===== src/rtl/tt_rng_collector.sv =====
// Ring-oscillator bit collector: warm-up discard, repetition health test, von Neumann debias, byte packing onto valid/ready.
// Optional RNG_BYPASS_VN_EN shifts raw bits in directly. Bytes completing while the output is stalled are dropped and counted.
module tt_rng_collector #(
  parameter int WARMUP_CYCLES = 16,
  parameter int REP_LIMIT     = 32
) (
  input  logic       clk,
  input  logic       rst,
  input  logic       enable,
  input  logic       raw_bit,
  output logic       startring,
  output logic [7:0] byte_data,
  output logic       byte_valid,
  input  logic       byte_ready,
  output logic       health_fail,
  output logic [7:0] drop_cnt
);

  localparam logic [7:0] WARM_LAST = 8'(WARMUP_CYCLES - 1);
  localparam logic [7:0] REP_MAX   = 8'(REP_LIMIT);

  typedef enum logic [1:0] {S_IDLE, S_WARMUP, S_COLLECT, S_FAIL} state_t;

  state_t     state_q, state_d;
  logic [7:0] warm_q, warm_d;
  logic [7:0] rep_q, rep_d;
  logic       last_q, last_d;
  logic [7:0] sr_q, sr_d;
  logic [2:0] bit_cnt_q, bit_cnt_d;
  logic [7:0] data_q, data_d;
  logic       valid_q, valid_d;
  logic [7:0] drop_q, drop_d;
`ifndef RNG_BYPASS_VN_EN
  logic       pair_vld_q, pair_vld_d;
  logic       pair_bit_q, pair_bit_d;
`endif

  logic xfer;
  logic first;
  logic emit;
  logic emit_bit;

  assign xfer = valid_q & byte_ready;

  always_comb begin
    state_d    = state_q;
    warm_d     = warm_q;
    rep_d      = rep_q;
    last_d     = last_q;
    sr_d       = sr_q;
    bit_cnt_d  = bit_cnt_q;
    data_d     = data_q;
    valid_d    = valid_q;
    drop_d     = drop_q;
`ifndef RNG_BYPASS_VN_EN
    pair_vld_d = pair_vld_q;
    pair_bit_d = pair_bit_q;
`endif
    first      = 1'b0;
    emit       = 1'b0;
    emit_bit   = 1'b0;

    case (state_q)
      S_IDLE: begin
        if (xfer) valid_d = 1'b0;
        if (enable) begin
          state_d = S_WARMUP;
          warm_d  = 8'd0;
        end
      end
      S_WARMUP, S_COLLECT: begin
        if (xfer) valid_d = 1'b0;
        if (!enable) begin
          state_d    = S_IDLE;
          warm_d     = 8'd0;
          rep_d      = 8'd0;
          last_d     = 1'b0;
          sr_d       = 8'd0;
          bit_cnt_d  = 3'd0;
`ifndef RNG_BYPASS_VN_EN
          pair_vld_d = 1'b0;
          pair_bit_d = 1'b0;
`endif
        end else begin
          first  = (state_q == S_WARMUP) && (warm_q == 8'd0);
          rep_d  = (first || (raw_bit != last_q)) ? 8'd1 : rep_q + 8'd1;
          last_d = raw_bit;
          // A tripped health test suppresses warm-up exit and any byte completion.
          if (rep_d == REP_MAX) begin
            state_d = S_FAIL;
            valid_d = 1'b0;
            data_d  = 8'd0;
          end else if (state_q == S_WARMUP) begin
            if (warm_q == WARM_LAST) state_d = S_COLLECT;
            else                     warm_d  = warm_q + 8'd1;
          end else begin
`ifdef RNG_BYPASS_VN_EN
            emit     = 1'b1;
            emit_bit = raw_bit;
`else
            if (!pair_vld_q) begin
              pair_vld_d = 1'b1;
              pair_bit_d = raw_bit;
            end else begin
              pair_vld_d = 1'b0;
              emit       = (pair_bit_q != raw_bit);
              emit_bit   = pair_bit_q;
            end
`endif
            if (emit) begin
              if (bit_cnt_q == 3'd7) begin
                sr_d      = 8'd0;
                bit_cnt_d = 3'd0;
                if (!valid_q || byte_ready) begin
                  data_d  = {sr_q[6:0], emit_bit};
                  valid_d = 1'b1;
                end else if (drop_q != 8'hFF) begin
                  drop_d = drop_q + 8'd1;
                end
              end else begin
                sr_d      = {sr_q[6:0], emit_bit};
                bit_cnt_d = bit_cnt_q + 3'd1;
              end
            end
          end
        end
      end
      default: begin
        valid_d = 1'b0;
        data_d  = 8'd0;
      end
    endcase
  end

  always_ff @(posedge clk) begin
    if (rst) begin
      state_q    <= S_IDLE;
      warm_q     <= 8'd0;
      rep_q      <= 8'd0;
      last_q     <= 1'b0;
      sr_q       <= 8'd0;
      bit_cnt_q  <= 3'd0;
      data_q     <= 8'd0;
      valid_q    <= 1'b0;
      drop_q     <= 8'd0;
`ifndef RNG_BYPASS_VN_EN
      pair_vld_q <= 1'b0;
      pair_bit_q <= 1'b0;
`endif
    end else begin
      state_q    <= state_d;
      warm_q     <= warm_d;
      rep_q      <= rep_d;
      last_q     <= last_d;
      sr_q       <= sr_d;
      bit_cnt_q  <= bit_cnt_d;
      data_q     <= data_d;
      valid_q    <= valid_d;
      drop_q     <= drop_d;
`ifndef RNG_BYPASS_VN_EN
      pair_vld_q <= pair_vld_d;
      pair_bit_q <= pair_bit_d;
`endif
    end
  end

  assign startring   = (state_q == S_WARMUP) || (state_q == S_COLLECT);
  assign health_fail = (state_q == S_FAIL);
  assign byte_data   = data_q;
  assign byte_valid  = valid_q;
  assign drop_cnt    = drop_q;

endmodule


===== config.mk =====
export PLATFORM = sky130hd
export DESIGN_NAME = tt_rng_collector
export DESIGN_NICKNAME = d
export VERILOG_FILES = /design/src/rtl/tt_rng_collector.sv
export SDC_FILE = /design/constraint.sdc
export NUM_CORES = 1
export LEC_CHECK = 0
export CORE_MARGIN = 3
export CORE_UTILIZATION = 49
export CTS_CLUSTER_SIZE = 28
export DETAILED_ROUTE_END_ITERATION = 10
export PLACE_DENSITY_LB_ADDON = 0.08
export SLEW_MARGIN = 40
export SYNTH_ARGS = -nofsm -noshare
export SYNTH_HDL_FRONTEND = slang
export SYNTH_SLANG_ARGS = --single-unit

===== constraint.sdc =====
create_clock -name clk -period 4 [get_ports clk]
set_clock_uncertainty 0.15 [all_clocks]
set_input_delay 0.4 -clock clk [delete_from_list [all_inputs] [get_ports clk]]
set_output_delay 0.4 -clock clk [all_outputs]
set_load 0.1 [all_outputs]

==> summary.md <==
| Metric | Value |
|---|---|
| Status | `finished, final reports clean` |
| H-tree Lvls | `2` |
| Most frequent cells in the layout | `48 x dfxtp_1, 29 x nand2_1, 27 x nor2_1, 20 x nand3_1, 20 x a21oi_1` |
| Netlist cell types | `58` |
| Mapped Nets | `325` |
| DIE AREA | `6354 µm²` |
| WP data arrival | `2.83 ns` |
| Average routed wire per standard cell | `13.86 µm` |
| Synth Warn # | `0` |
| Crit end category | `flop` |
| Rows | `26` |
| Post-synth top area share | `36.09%` |
| Register area | `960.9 µm²` |
| Root Buffer | `clkbuf_8` |
| FMAX | `359.2 MHz` |
| Vias per Instance | `5.753` |
| DRT iter0 DRCs | `115` |
| VDD IR max | `0.2069 mV` |
| Initial antenna violation count | `0` |
| Area growth syn-to-layout | `9.398%` |
| Slew headroom | `54.42%` |
| Fin crit share | `69.59%` |
| Number of top-level pins | `24` |
| Async S/R FF share, synth | `0%` |
| Inserted Clock Buffers | `5` |
| RR Endpoint | `sr_q[4]` |
| FF-to-FF Start | `state_q[1]` |
| Cell type with the largest total area after synthesis | `dfxtp_1` |
| Die Wd | `79.72 µm` |
| Hold Crit Start | `byte_data[1]` |
| Startpoint Class | `flop` |
| Post-route DRC | `0` |
| Setup Fix Bufs, Post-CTS | `0` |
| Die height | `79.72 µm` |
| Vias in the first global route | `2,091` |
| Power, Total | `1.367 mW` |
| Cell Pwr Density | `469.2 nW/µm²` |
| Most common cell after layout, fill and taps aside | `dfxtp_1` |
| Share of cells above drive strength 1 | `14.98%` |
| Clk sinks | `48` |
| Post-DP HPWL | `3897 µm` |
| Hold EP | `byte_data[1]` |
| Nets | `342` |
| Post-detailed-route count of antenna-violating nets | `0` |
| Drt total wl | `5501 µm` |
| Flops & latches, synth | `48` |
| Main combinational cell family by area after synthesis | `simple AND/OR/NAND/NOR gates` |
| Area taken by multi-input logic gates | `1549 µm²` |
| GRT Resource Usage Total | `18.69%` |
| First-pass GRT wire length | `9632 µm` |
| Final setup fails | `0` |
| Unrepaired setup endpoints after global routing | `false` |
| XOR/XNOR Fraction of Synth Area | `2.303%` |
| Tightest Pin Transition | `0.6830 ns` |
| Hold WC Path Type | `reg2reg` |
| Maximum capacitance violations | `0` |
| Via count | `2,284` |
| Seq/Total Area, Yosys | `36.09%` |
| Clock Latency Late Sink | `0.30 ns` |
| Top post-synthesis cells by area | `dfxtp_1 36%, ha_1 5.2%, nand2_1 4.1%` |
| Share of the synthesized area in compound gates (AO/OA/AOI/OAI) | `23.17%` |
| Max clock buf depth | `2` |
| Post-synthesis mux area share | `1.551%` |
| # resized after CTS | `0` |
| Reg2Reg Setup Slack | `1.22 ns` |
| CTS Hold Bufs | `0` |
| Synth Area in Adders | `5.169%` |
| Placer Congestion | `0.7707` |
| CP required | `4.05 ns` |
| Clk pin slew, worst setup/hold paths | `0.09 ns` |
| Slew Viols, Final | `0` |
| Fill count | `484` |
| Main synth FF type | `dfxtp_1` |
| Worst hold path depth | `2` |
| Core ar. | `5172 µm²` |
| Synth Area in Simple Gates | `25.99%` |
| PortBufs | `23` |
| TNS Setup | `0 ns` |
| Reg2Reg Depth | `8` |
| Pin count of the biggest net entering global routing | `31` |
| Synthesized area per cell | `8.617 µm²` |
| Lkg Pwr | `1.104 nW` |
| First-pass DRT Iterations | `4` |
| Starting Density | `51.48%` |
| Mapped cell area | `2663 µm²` |
| Final Hold Violating Endpoints | `0` |
| Grt ovf | `0` |
| Post-synthesis cell count | `309` |
| Category of the most critical setup path | `reg2reg` |
| Min cycle time layout | `2.784 ns` |
| EDFF count, synth | `0` |
| CP Max Fanout | `10` |
| CTS tree | `yes` |
| Ant. Diodes | `0` |
routing by layer:
layer  part of all wire (%)  GRT usage, %  vias to the layer above
met3                    3.3         3.160                        9
li1                       -             -                     1163
met2                     45         30.22                       38
met1                     50         25.52                     1074
met5                      0             0                        -
met4                    1.5         5.326                        0
cells by family (layout without fill, tap and decap cells):
kind of cell / Yosys count / after routing
AND/OR/NAND/NOR: 129 / 129
buffers and inverters: 26 / 44
multiplexers: 4 / 4
AO/OA/AOI/OAI: 84 / 84
flip-flops: 48 / 48
XOR/XNOR: 7 / 7
adder cells (fa/ha/maj): 11 / 11
state kept, by name, indices dropped and copies added, names as in the netlist:
register,flops
warm_q,8
bit_cnt_q,3
pair_bit_q,1
drop_cnt,8
state_q,2
rep_q,8
sr_q,7
byte_data,8
byte_valid,1
last_q,1
pair_vld_q,1
final cells by class:
| cell class | instances | area share (%) |
|---|---|---|
| sequential | 48 | 32.99 |
| clock inverter | 2 | 1.332 |
| timing repair buffer | 25 | 5.241 |
| multi-input combinational | 235 | 53.18 |
| clock buffer | 6 | 2.835 |
| inverter | 11 | 1.418 |
| tap | 70 | 3.007 |
cell usage after synthesis, types with 2 or more instances:
cell and instances:
nor3b_1 5, a31oi_1 2, o2bb2ai_1 8, buf_2 2
inv_1 11, a32o_1 2, nand3_1 20, and2_1 2
ha_1 11, or4_1 2, o21ai_0 13, nor2b_1 3
nor2_1 27, nor4_1 2, mux2i_1 3, a21oi_1 20
nand4_1 5, nand2_1 29, o21bai_1 2, o21a_1 3
and3_1 8, clkbuf_1 6, or3_1 5, o211ai_1 7
buf_6 7, o31ai_1 5, dfxtp_1 48, xor2_1 6
nor3_1 10, a31o_1 2, a31o_2 5, o22ai_1 2
worst max path at each step:
stage	from	endpoint	slack [ns]	cells past startpoint
floorplan	state_q[0]	drop_cnt[5]	1.18	8
global placement	raw_bit	sr_q[1]	1.22	7
detailed placement	raw_bit	sr_q[4]	1.15	7
CTS	state_q[1]	sr_q[4]	1.24	8
global route	state_q[1]	sr_q[4]	1.03	8
finish	state_q[1]	sr_q[4]	1.22	8
worst max-delay path: stages, from the launching register on:
cell,delay (ns)
dfxtp_1,0.40
inv_1,0.10
ha_1,0.30
nor4bb_4,0.21
a211oi_2,0.33
o2111ai_4,0.26
o21ai_1,0.56
a21oi_1,0.15
a31o_2,0.23
power by group:
| group | internal, mW | switching [mW] | total [mW] |
|---|---|---|---|
| clock network | 0.204 | 0.164 | 0.368 |
| registers | 0.497 | 0.0278 | 0.525 |
| logic | 0.137 | 0.337 | 0.474 |
metrics by stage:
step,hold WS (ns),utilization [%],setup slack [ns],area [µm²],std cells
3_3_place_gp,0.2836,55.71,1.218,2882,389
4_1_cts,0.3021,56.31,1.238,2913,397
2_1_floorplan,0.2747,-,1.180,2663,309
3_5_place_dp,0.2887,53.97,1.148,2791,389
5_1_grt,0.3241,56.31,1.026,2913,397
6_report,0.2976,56.31,1.216,2913,397
Power figures use the tool's default switching activity.
